File: src/rtl/mp3_sdi_tx.sv
// mp3_sdi_tx: serialises one byte per accepted md_start onto the MP3 decoder
// SDI pins (DCLK/SDATA/BSYNC) at a programmable bit rate, and synchronises the
// decoder DREQ pin back to the upstream stage.
//
// Ports:
//   clk, rst        - system clock, asynchronous active-high reset
//   md_din[7:0]     - byte to transmit, sampled on accept
//   md_start        - one-cycle strobe, honoured only while md_rdy=1
//   md_rdy          - idle and able to accept a byte
//   md_dreq         - sdi_dreq_pin after a 2-flop synchronizer
//   div[3:0]        - phase length is div+1 clk cycles, sampled on accept
//   sdi_dreq_pin    - raw asynchronous DREQ from the decoder
//   sdi_dclk        - serial clock, decoder samples on the rising edge
//   sdi_data        - serial data
//   sdi_bsync       - byte sync, high through both phases of bit 0
//   busy            - inverse of md_rdy
module mp3_sdi_tx #(
    parameter bit LSB_FIRST = 1'b0,
    parameter bit BSYNC_EN  = 1'b1
) (
    input  logic       clk,
    input  logic       rst,
    input  logic [7:0] md_din,
    input  logic       md_start,
    output logic       md_rdy,
    output logic       md_dreq,
    input  logic [3:0] div,
    input  logic       sdi_dreq_pin,
    output logic       sdi_dclk,
    output logic       sdi_data,
    output logic       sdi_bsync,
    output logic       busy
);

    localparam int unsigned DW = 8;
    localparam int unsigned CW = 4;
    localparam int unsigned BW = 3;

    typedef enum logic [1:0] {
        ST_IDLE = 2'd0,
        ST_LOW  = 2'd1,
        ST_HIGH = 2'd2
    } state_t;

    state_t        state_q, state_d;
    logic [CW-1:0] cnt_q, cnt_d;
    logic [CW-1:0] div_q, div_d;
    logic [BW-1:0] bit_q, bit_d;
    logic [DW-1:0] sh_q, sh_d;
    logic          rdy_q, rdy_d;
    logic          dclk_q, dclk_d;
    logic          data_q, data_d;
    logic          bsync_q, bsync_d;
    logic          sync1_q, sync2_q;

    // Shift register advanced by one bit towards the output end.
    logic [DW-1:0] sh_next_c;
    assign sh_next_c = LSB_FIRST ? (sh_q >> 1) : (sh_q << 1);

    // State and output registers.
    always_ff @(posedge clk or posedge rst) begin
        if (rst) begin
            state_q <= ST_IDLE;
            cnt_q   <= '0;
            div_q   <= '0;
            bit_q   <= '0;
            sh_q    <= '0;
            rdy_q   <= 1'b1;
            dclk_q  <= 1'b0;
            data_q  <= 1'b0;
            bsync_q <= 1'b0;
        end else begin
            state_q <= state_d;
            cnt_q   <= cnt_d;
            div_q   <= div_d;
            bit_q   <= bit_d;
            sh_q    <= sh_d;
            rdy_q   <= rdy_d;
            dclk_q  <= dclk_d;
            data_q  <= data_d;
            bsync_q <= bsync_d;
        end
    end

    // Next-state and next-output logic; outputs are precomputed so that the
    // pins change together with the state they describe.
    always_comb begin
        state_d = state_q;
        cnt_d   = cnt_q;
        div_d   = div_q;
        bit_d   = bit_q;
        sh_d    = sh_q;
        rdy_d   = rdy_q;
        dclk_d  = dclk_q;
        data_d  = data_q;
        bsync_d = bsync_q;

        unique case (state_q)
            ST_IDLE: begin
                if (md_start) begin
                    state_d = ST_LOW;
                    sh_d    = md_din;
                    div_d   = div;
                    cnt_d   = div;
                    bit_d   = '0;
                    rdy_d   = 1'b0;
                    dclk_d  = 1'b0;
                    data_d  = LSB_FIRST ? md_din[0] : md_din[DW-1];
                    bsync_d = BSYNC_EN;
                end
            end
            ST_LOW: begin
                if (cnt_q == '0) begin
                    state_d = ST_HIGH;
                    cnt_d   = div_q;
                    dclk_d  = 1'b1;
                end else begin
                    cnt_d = cnt_q - CW'(1);
                end
            end
            ST_HIGH: begin
                if (cnt_q != '0) begin
                    cnt_d = cnt_q - CW'(1);
                end else if (bit_q == BW'(DW - 1)) begin
                    // Last bit done: data pin keeps the last bit while idle.
                    state_d = ST_IDLE;
                    rdy_d   = 1'b1;
                    dclk_d  = 1'b0;
                    bsync_d = 1'b0;
                end else begin
                    state_d = ST_LOW;
                    cnt_d   = div_q;
                    bit_d   = bit_q + BW'(1);
                    sh_d    = sh_next_c;
                    dclk_d  = 1'b0;
                    data_d  = LSB_FIRST ? sh_next_c[0] : sh_next_c[DW-1];
                    bsync_d = 1'b0;
                end
            end
            default: begin
                state_d = ST_IDLE;
                rdy_d   = 1'b1;
                dclk_d  = 1'b0;
                bsync_d = 1'b0;
            end
        endcase
    end

    // Two-flop synchronizer for the asynchronous DREQ pin.
    always_ff @(posedge clk or posedge rst) begin
        if (rst) begin
            sync1_q <= 1'b0;
            sync2_q <= 1'b0;
        end else begin
            sync1_q <= sdi_dreq_pin;
            sync2_q <= sync1_q;
        end
    end

    assign md_rdy    = rdy_q;
    assign busy      = ~rdy_q;
    assign md_dreq   = sync2_q;
    assign sdi_dclk  = dclk_q;
    assign sdi_data  = data_q;
    assign sdi_bsync = bsync_q;

endmodule
File: config.mk
export PLATFORM = sky130hd
export DESIGN_NAME = mp3_sdi_tx
export DESIGN_NICKNAME = d
export VERILOG_FILES = /design/src/rtl/mp3_sdi_tx.sv
export SDC_FILE = /design/constraint.sdc
export NUM_CORES = 1
export LEC_CHECK = 0
export ABC_AREA = 0
export BUFFER_PORTS_ARGS = -buffer_cell sky130_fd_sc_hd__buf_2
export CAP_MARGIN = 40
export CORE_ASPECT_RATIO = 0.7
export CORE_MARGIN = 2
export CORE_UTILIZATION = 47
export DETAILED_ROUTE_END_ITERATION = 8
export MAX_ROUTING_LAYER = met4
export PLACE_DENSITY_LB_ADDON = 0.15
export SYNTH_ARGS = -nofsm -noshare
export SYNTH_HDL_FRONTEND = slang
export SYNTH_SLANG_ARGS = --single-unit
File: constraint.sdc
create_clock -name clk -period 2.71 [get_ports clk]
set_clock_uncertainty 0.2 [all_clocks]
set_input_delay 0.813 -clock clk [delete_from_list [all_inputs] [get_ports clk]]
set_output_delay 0.813 -clock clk [all_outputs]
set_load 0.01 [all_outputs]
==> metrics.txt, run 1 <==
Worst-Margin Slew 0.5833 ns; Syn Nets 155; global-route wire length before repair 4774 um; setup_tns 0 ns; Worst Path Max Fanout 8; syn avg cell area 11.08 um^2; FFs w/ async S/R, synth 100.0%; hpwl dp 2108 um; num ports 22; Critical Path Start Type flop; Peak supply drop 0.4953 mV; Mapped Area 1451 um^2; Clk Latency, worst-skew pair 0.27 ns; layout cells sized above 1 35.06%; Tcrit/Tclk final 85.15%; Clock power frac 11.9%; Leakage 0.7374 nW; H-tree levels 1; vias in the first global route 1052; num rows 16; ant diodes 0; Hold Path Class reg -> reg; drt drc 0; CTS clk-pin slew, worst paths 0.09 ns; register area share after synthesis 43.19%; total CTS buffers 3; sw frac 39.80%; Die X 70.42 um; Setup Buffers After CTS 0; CTS resizes 0; Pwr Total 1.877 mW; Max Clock Freq 0.4333 GHz; Detail Route Antenna Nets 0; minimum clock period 2.308 ns; critical path type reg -> reg; hold_buf cts 0; Worst Path Required 2.67 ns; pwr dens 1141 nW/um^2; Post-synth EDFFs 0; Routed WL per cell 14.83 um; top_reg_cell synth dfrtp_1; Placeable Area 2863 um^2; Pint 1.130 mW; combinational fraction of design power 52.4%; Unique masters post-synth 36; detailed-route wire length 2818 um; CTS tree yes; status finished clean; Vias 1048; Slew Limit Fails 0; All-Layer GR Usage 17.73%; die height 50.50 um; DR vias/cell 5.516; CP peak stage delay 0.43 ns; NetSw 0.7470 mW; CP Buf/Inv Count 1; crit end category flop; clk buf depth 2; MaxCap Viol Count 0; largest net degree at the start of global routing 26; flops & latches, synth 25; delay-heaviest family, CP simple AND/OR/NAND/NOR gates; Nets 179; grt ovf 0; Final WS setup 0.4023 ns; Final Wtd Congestion 0.8198; CP max-delay cell dfrtp_1; relative slew slack 60.70%; synth warn 0; worst path cell trace inv_1 -> ha_1 -> nor3b_4 -> nand3b_2 -> a21oi_4 -> mux2_2; final hold vios 0; WP data arrival 2.26 ns; drt pass-1 iters 4; initial antenna violation count 0; die area 3556 um^2; RSZ-0062 raised after global routing false; Synth Instances 131; IO buf count 21; Sequential Power Share 35.7%; hold_ws 0.1608 ns; area grow syn2layout 13.36%; Place WS 0.3889 ns; First DRT Iteration DRCs 47; root buf cell clkbuf_8; commonest non-fill, non-tap cell in the layout dfrtp_1; most frequent cells in the layout dfrtp_1 (24), buf_2 (21), mux2_2 (17); CTS Sinks 25; Final setup viols 0; initial core utilization 50.70%
per-layer routing:
layer / vias to the layer above / global-route usage, % / wire, um / share of wire (%)
met5: - / - / 0 / 0
met4: 0 / 4.167 / 13 / 0.46
met3: 2 / 4.819 / 116 / 4.1
met2: 19 / 27.67 / 1323 / 47
met1: 513 / 23.22 / 1364 / 48
li1: 514 / - / - / -
cells by family after synthesis:
logic type / count (synthesis) / synth area share (%)
fa+ha+maj: 8 / 6.897
xor+xnor: 1 / 0.6036
buf+inv: 18 / 5.258
flops: 25 / 43.19
compound gates: 35 / 17.76
simple gates: 27 / 13.10
mux: 17 / 13.19
registers in the layout (all words and copies together) (netlist names):
| register | count |
|---|---|
| div_q | 4 |
| md_rdy | 1 |
| state_q | 1 |
| sh_q | 7 |
| bit_q | 3 |
| sync1_q | 1 |
| sdi_bsync | 1 |
| cnt_q | 4 |
| sdi_data | 1 |
| md_dreq | 1 |
| sdi_dclk | 1 |
through the flow:
step,util (%),area (um^2),cells
2_1_floorplan,-,1451,131
3_3_place_gp,55.77,1597,186
3_5_place_dp,55.77,1597,186
4_1_cts,57.47,1645,190
5_1_grt,57.47,1645,190
6_report,57.47,1645,190
cells in the mapped netlist, types with 2 or more instances:
| cell | number | area, um^2 |
|---|---|---|
| nor3_1 | 3 | 15.01 |
| inv_1 | 13 | 48.80 |
| nand2_1 | 3 | 11.26 |
| o32ai_1 | 3 | 26.28 |
| nand4b_1 | 2 | 17.52 |
| clkbuf_1 | 3 | 11.26 |
| a211oi_1 | 3 | 22.52 |
| mux2_2 | 17 | 191.4 |
| nand2b_1 | 4 | 25.02 |
| a21oi_1 | 8 | 40.04 |
| o21ai_0 | 9 | 45.04 |
| nor2b_1 | 2 | 12.51 |
| o22ai_1 | 2 | 12.51 |
| dfrtp_1 | 24 | 600.6 |
| nor2_1 | 7 | 26.28 |
| ha_1 | 8 | 100.1 |
power groups by stage:
stage,clock [mW],combinational (mW),sequential (mW)
after floorplan,0,0.767,0.659
after global placement,0,0.956,0.668
after detailed placement,0,0.985,0.679
after CTS,0.231,0.992,0.669
after global routing,0.248,1.10,0.697
final,0.224,0.983,0.670
worst register-to-register path, stage by stage, from the launching register on:
cell and delay [ns]:
dfrtp_1 0.43, inv_1 0.10, ha_1 0.19, nor3b_4 0.38
nand3b_2 0.21, a21oi_4 0.30, mux2_2 0.38
final cells by class:
cell class,count,area (um^2)
clock inverter,1,7.507
timing repair buffer,24,127.6
multi-input combinational,88,748.2
sequential,25,626.9
fill,255,1217
clock buffer,3,41.29
inverter,13,48.80
tap,36,45.04
final timing paths:
path	cells after the start	start	end	slack [ns]
worst max-delay path	6	cnt_q[0]$_DFFE_PP0P_	sh_q[5]$_DFFE_PP0P_	0.40
worst min-delay path	0	sync1_q$_DFF_PP0_	md_dreq$_DFF_PP0_	0.16
worst max register to register	6	cnt_q[0]$_DFFE_PP0P_	sh_q[5]$_DFFE_PP0P_	0.40
worst min register to register	0	sync1_q$_DFF_PP0_	md_dreq$_DFF_PP0_	0.16
max in group asynchronous	3	rst	md_rdy$_DFFE_PP1P_	1.64
min in group asynchronous	3	rst	sync1_q$_DFF_PP0_	0.38
No activity file was read; power rests on OpenSTA's default activity.
==> run 2: changes to the inputs <==
CTS_BUF_LIST = sky130_fd_sc_hd__clkbuf_8   (was unset)
clock period = 2.5 ns   (was 2.71 ns; I/O delays follow)
==> metrics.txt, run 2 (synthesis results as in run 1) <==
status finished clean; crit end category flop; pwr dens 1239 nW/um^2 (+8.6%); Die X 70.42 um (unchanged); RSZ-0062 raised after global routing false; Final Wtd Congestion 0.8436 (+2.9%); Top Registers sh_q (7), cnt_q (4), div_q (4); hold_buf cts 0 (unchanged); H-tree levels 1 (unchanged); minimum clock period 2.267 ns (-0.04022 ns); setup_tns 0 ns (unchanged); total CTS buffers 3 (unchanged); drt pass-1 iters 4 (unchanged); most frequent cells in the layout dfrtp_1 (24), buf_2 (21), mux2_2 (17); Tcrit/Tclk final 90.70% (+5.5 points); hold_ws 0.1591 ns (-0.001713 ns); Nets 181 (+1.1%); ant diodes 0 (unchanged); Clk Latency, worst-skew pair 0.27 ns (about the same); final cell count without fillers 192 (+1.1%); max reg flops 7 (unchanged); critical path type reg -> reg; CTS tree yes; Setup Buffers After CTS 0 (unchanged); hpwl dp 2161 um (+2.5%); Vias 1096 (+4.6%); Final setup viols 0 (unchanged); num rows 16 (unchanged); filler instances 271 (+6.3%); final hold vios 0 (unchanged); vias in the first global route 1109 (+5.4%); Slew Limit Fails 0 (unchanged); WP data arrival 2.23 ns (-0.03 ns); Worst Path Required 2.47 ns (-0.20 ns); placed cells 188 (+1.1%); DR vias/cell 5.708 (+3.5%); Hold Path Class reg -> reg; Worst Path Max Fanout 8 (unchanged); All-Layer GR Usage 19.09% (+1.4 points); fin util 58.04% (+0.57 points); Top reg by flops sh_q; die height 50.50 um (unchanged); num ports 22 (unchanged); Worst-Margin Slew 0.6327 ns (+0.04938 ns); clk buf depth 2 (unchanged); Max Clock Freq 0.4410 GHz (+1.8%); die area 3556 um^2 (unchanged); Critical Path Start Type flop; commonest non-fill, non-tap cell in the layout dfrtp_1; CTS clk-pin slew, worst paths 0.09 ns (about the same); Leakage 0.7520 nW (+2.0%); root buf cell clkbuf_8; CP max-delay cell dfrtp_1; initial antenna violation count 0 (unchanged); drt drc 0 (unchanged); worst path cell trace inv_1 -> ha_1 -> nor3b_4 -> nand3b_2 -> a21oi_4 -> mux2_2; global-route wire length before repair 5154 um (+8.0%); initial core utilization 50.70% (unchanged); relative slew slack 57.73% (-3.0 points); Detail Route Antenna Nets 0 (unchanged); grt ovf 0 (unchanged); area grow syn2layout 14.48%; CP peak stage delay 0.44 ns (about the same); Placeable Area 2863 um^2 (unchanged); IO buf count 21 (unchanged); Routed WL per cell 14.99 um (+1.1%); First DRT Iteration DRCs 79 (+68%); layout cells sized above 1 35.90% (+0.83 points); detailed-route wire length 2879 um (+2.2%); largest net degree at the start of global routing 26 (unchanged); CTS resizes 0 (unchanged); MaxCap Viol Count 0 (unchanged); CTS Sinks 25 (unchanged); Peak supply drop 0.5182 mV (+4.6%)
-- run 2: cell count changes in the layout (fill, tap and decap cells not counted) --
cell	previous run	this run
inv_6	0	1
buf_4	3	5
clkinvlp_4	1	0
-- run 2: worst max-delay path, delay by kind of cell (launching register included) --
kind / cells / cell delay [ns]
AND/OR/NAND/NOR: 2 / 0.54
buffers and inverters: 1 / 0.10
multiplexers: 1 / 0.38
AO/OA/AOI/OAI: 1 / 0.31
flip-flops: 1 / 0.44
adder cells (fa/ha/maj): 1 / 0.19
-- run 2: final timing paths --
check / slack [ns] / start / endpoint / cells after the start
setup / recovery: 0.23 / cnt_q[0]$_DFFE_PP0P_ / sh_q[4]$_DFFE_PP0P_ / 6
hold / removal: 0.16 / sync1_q$_DFF_PP0_ / md_dreq$_DFF_PP0_ / 0
setup reg to reg: 0.23 / cnt_q[0]$_DFFE_PP0P_ / sh_q[4]$_DFFE_PP0P_ / 6
hold reg to reg: 0.16 / sync1_q$_DFF_PP0_ / md_dreq$_DFF_PP0_ / 0
max in group asynchronous: 1.50 / rst / md_rdy$_DFFE_PP1P_ / 3
min in group asynchronous: 0.31 / rst / sdi_data$_DFFE_PP0P_ / 3
-- run 2: metal layers --
metal | global-route usage (%) | routed length [um]
met5 | - | 0
met1 | 24.97 | 1351
met2 | 30.50 | 1341
met4 | 3.205 | 23
met3 | 5.221 | 162
-- run 2: final cells by class --
type                       instances  area [um^2]  area share (%)
clock inverter                     1        8.758          0.5271
tap                               36        45.04           2.711
inverter                          13        48.80           2.937
multi-input combinational         88        748.2           45.03
timing repair buffer              26        142.6           8.584
sequential                        25        626.9           37.73
clock buffer                       3        41.29           2.485
-- run 2: report_power, final --
part	switching (mW)	internal [mW]	leakage, nW
Sequential	0.140	0.588	0.304
Clock	0.142	0.117	0.0261
Combinational	0.546	0.525	0.422
-- run 2: metrics by stage --
stage	total power [mW]	area, um^2	setup WS (ns)
final	2.059	1662	0.2325
after global routing	2.233	1662	0.1243
after CTS	2.081	1662	0.2524
after detailed placement	1.811	1612	0.2673
after global placement	1.771	1612	0.3451
after floorplan	1.546	1451	0.4450
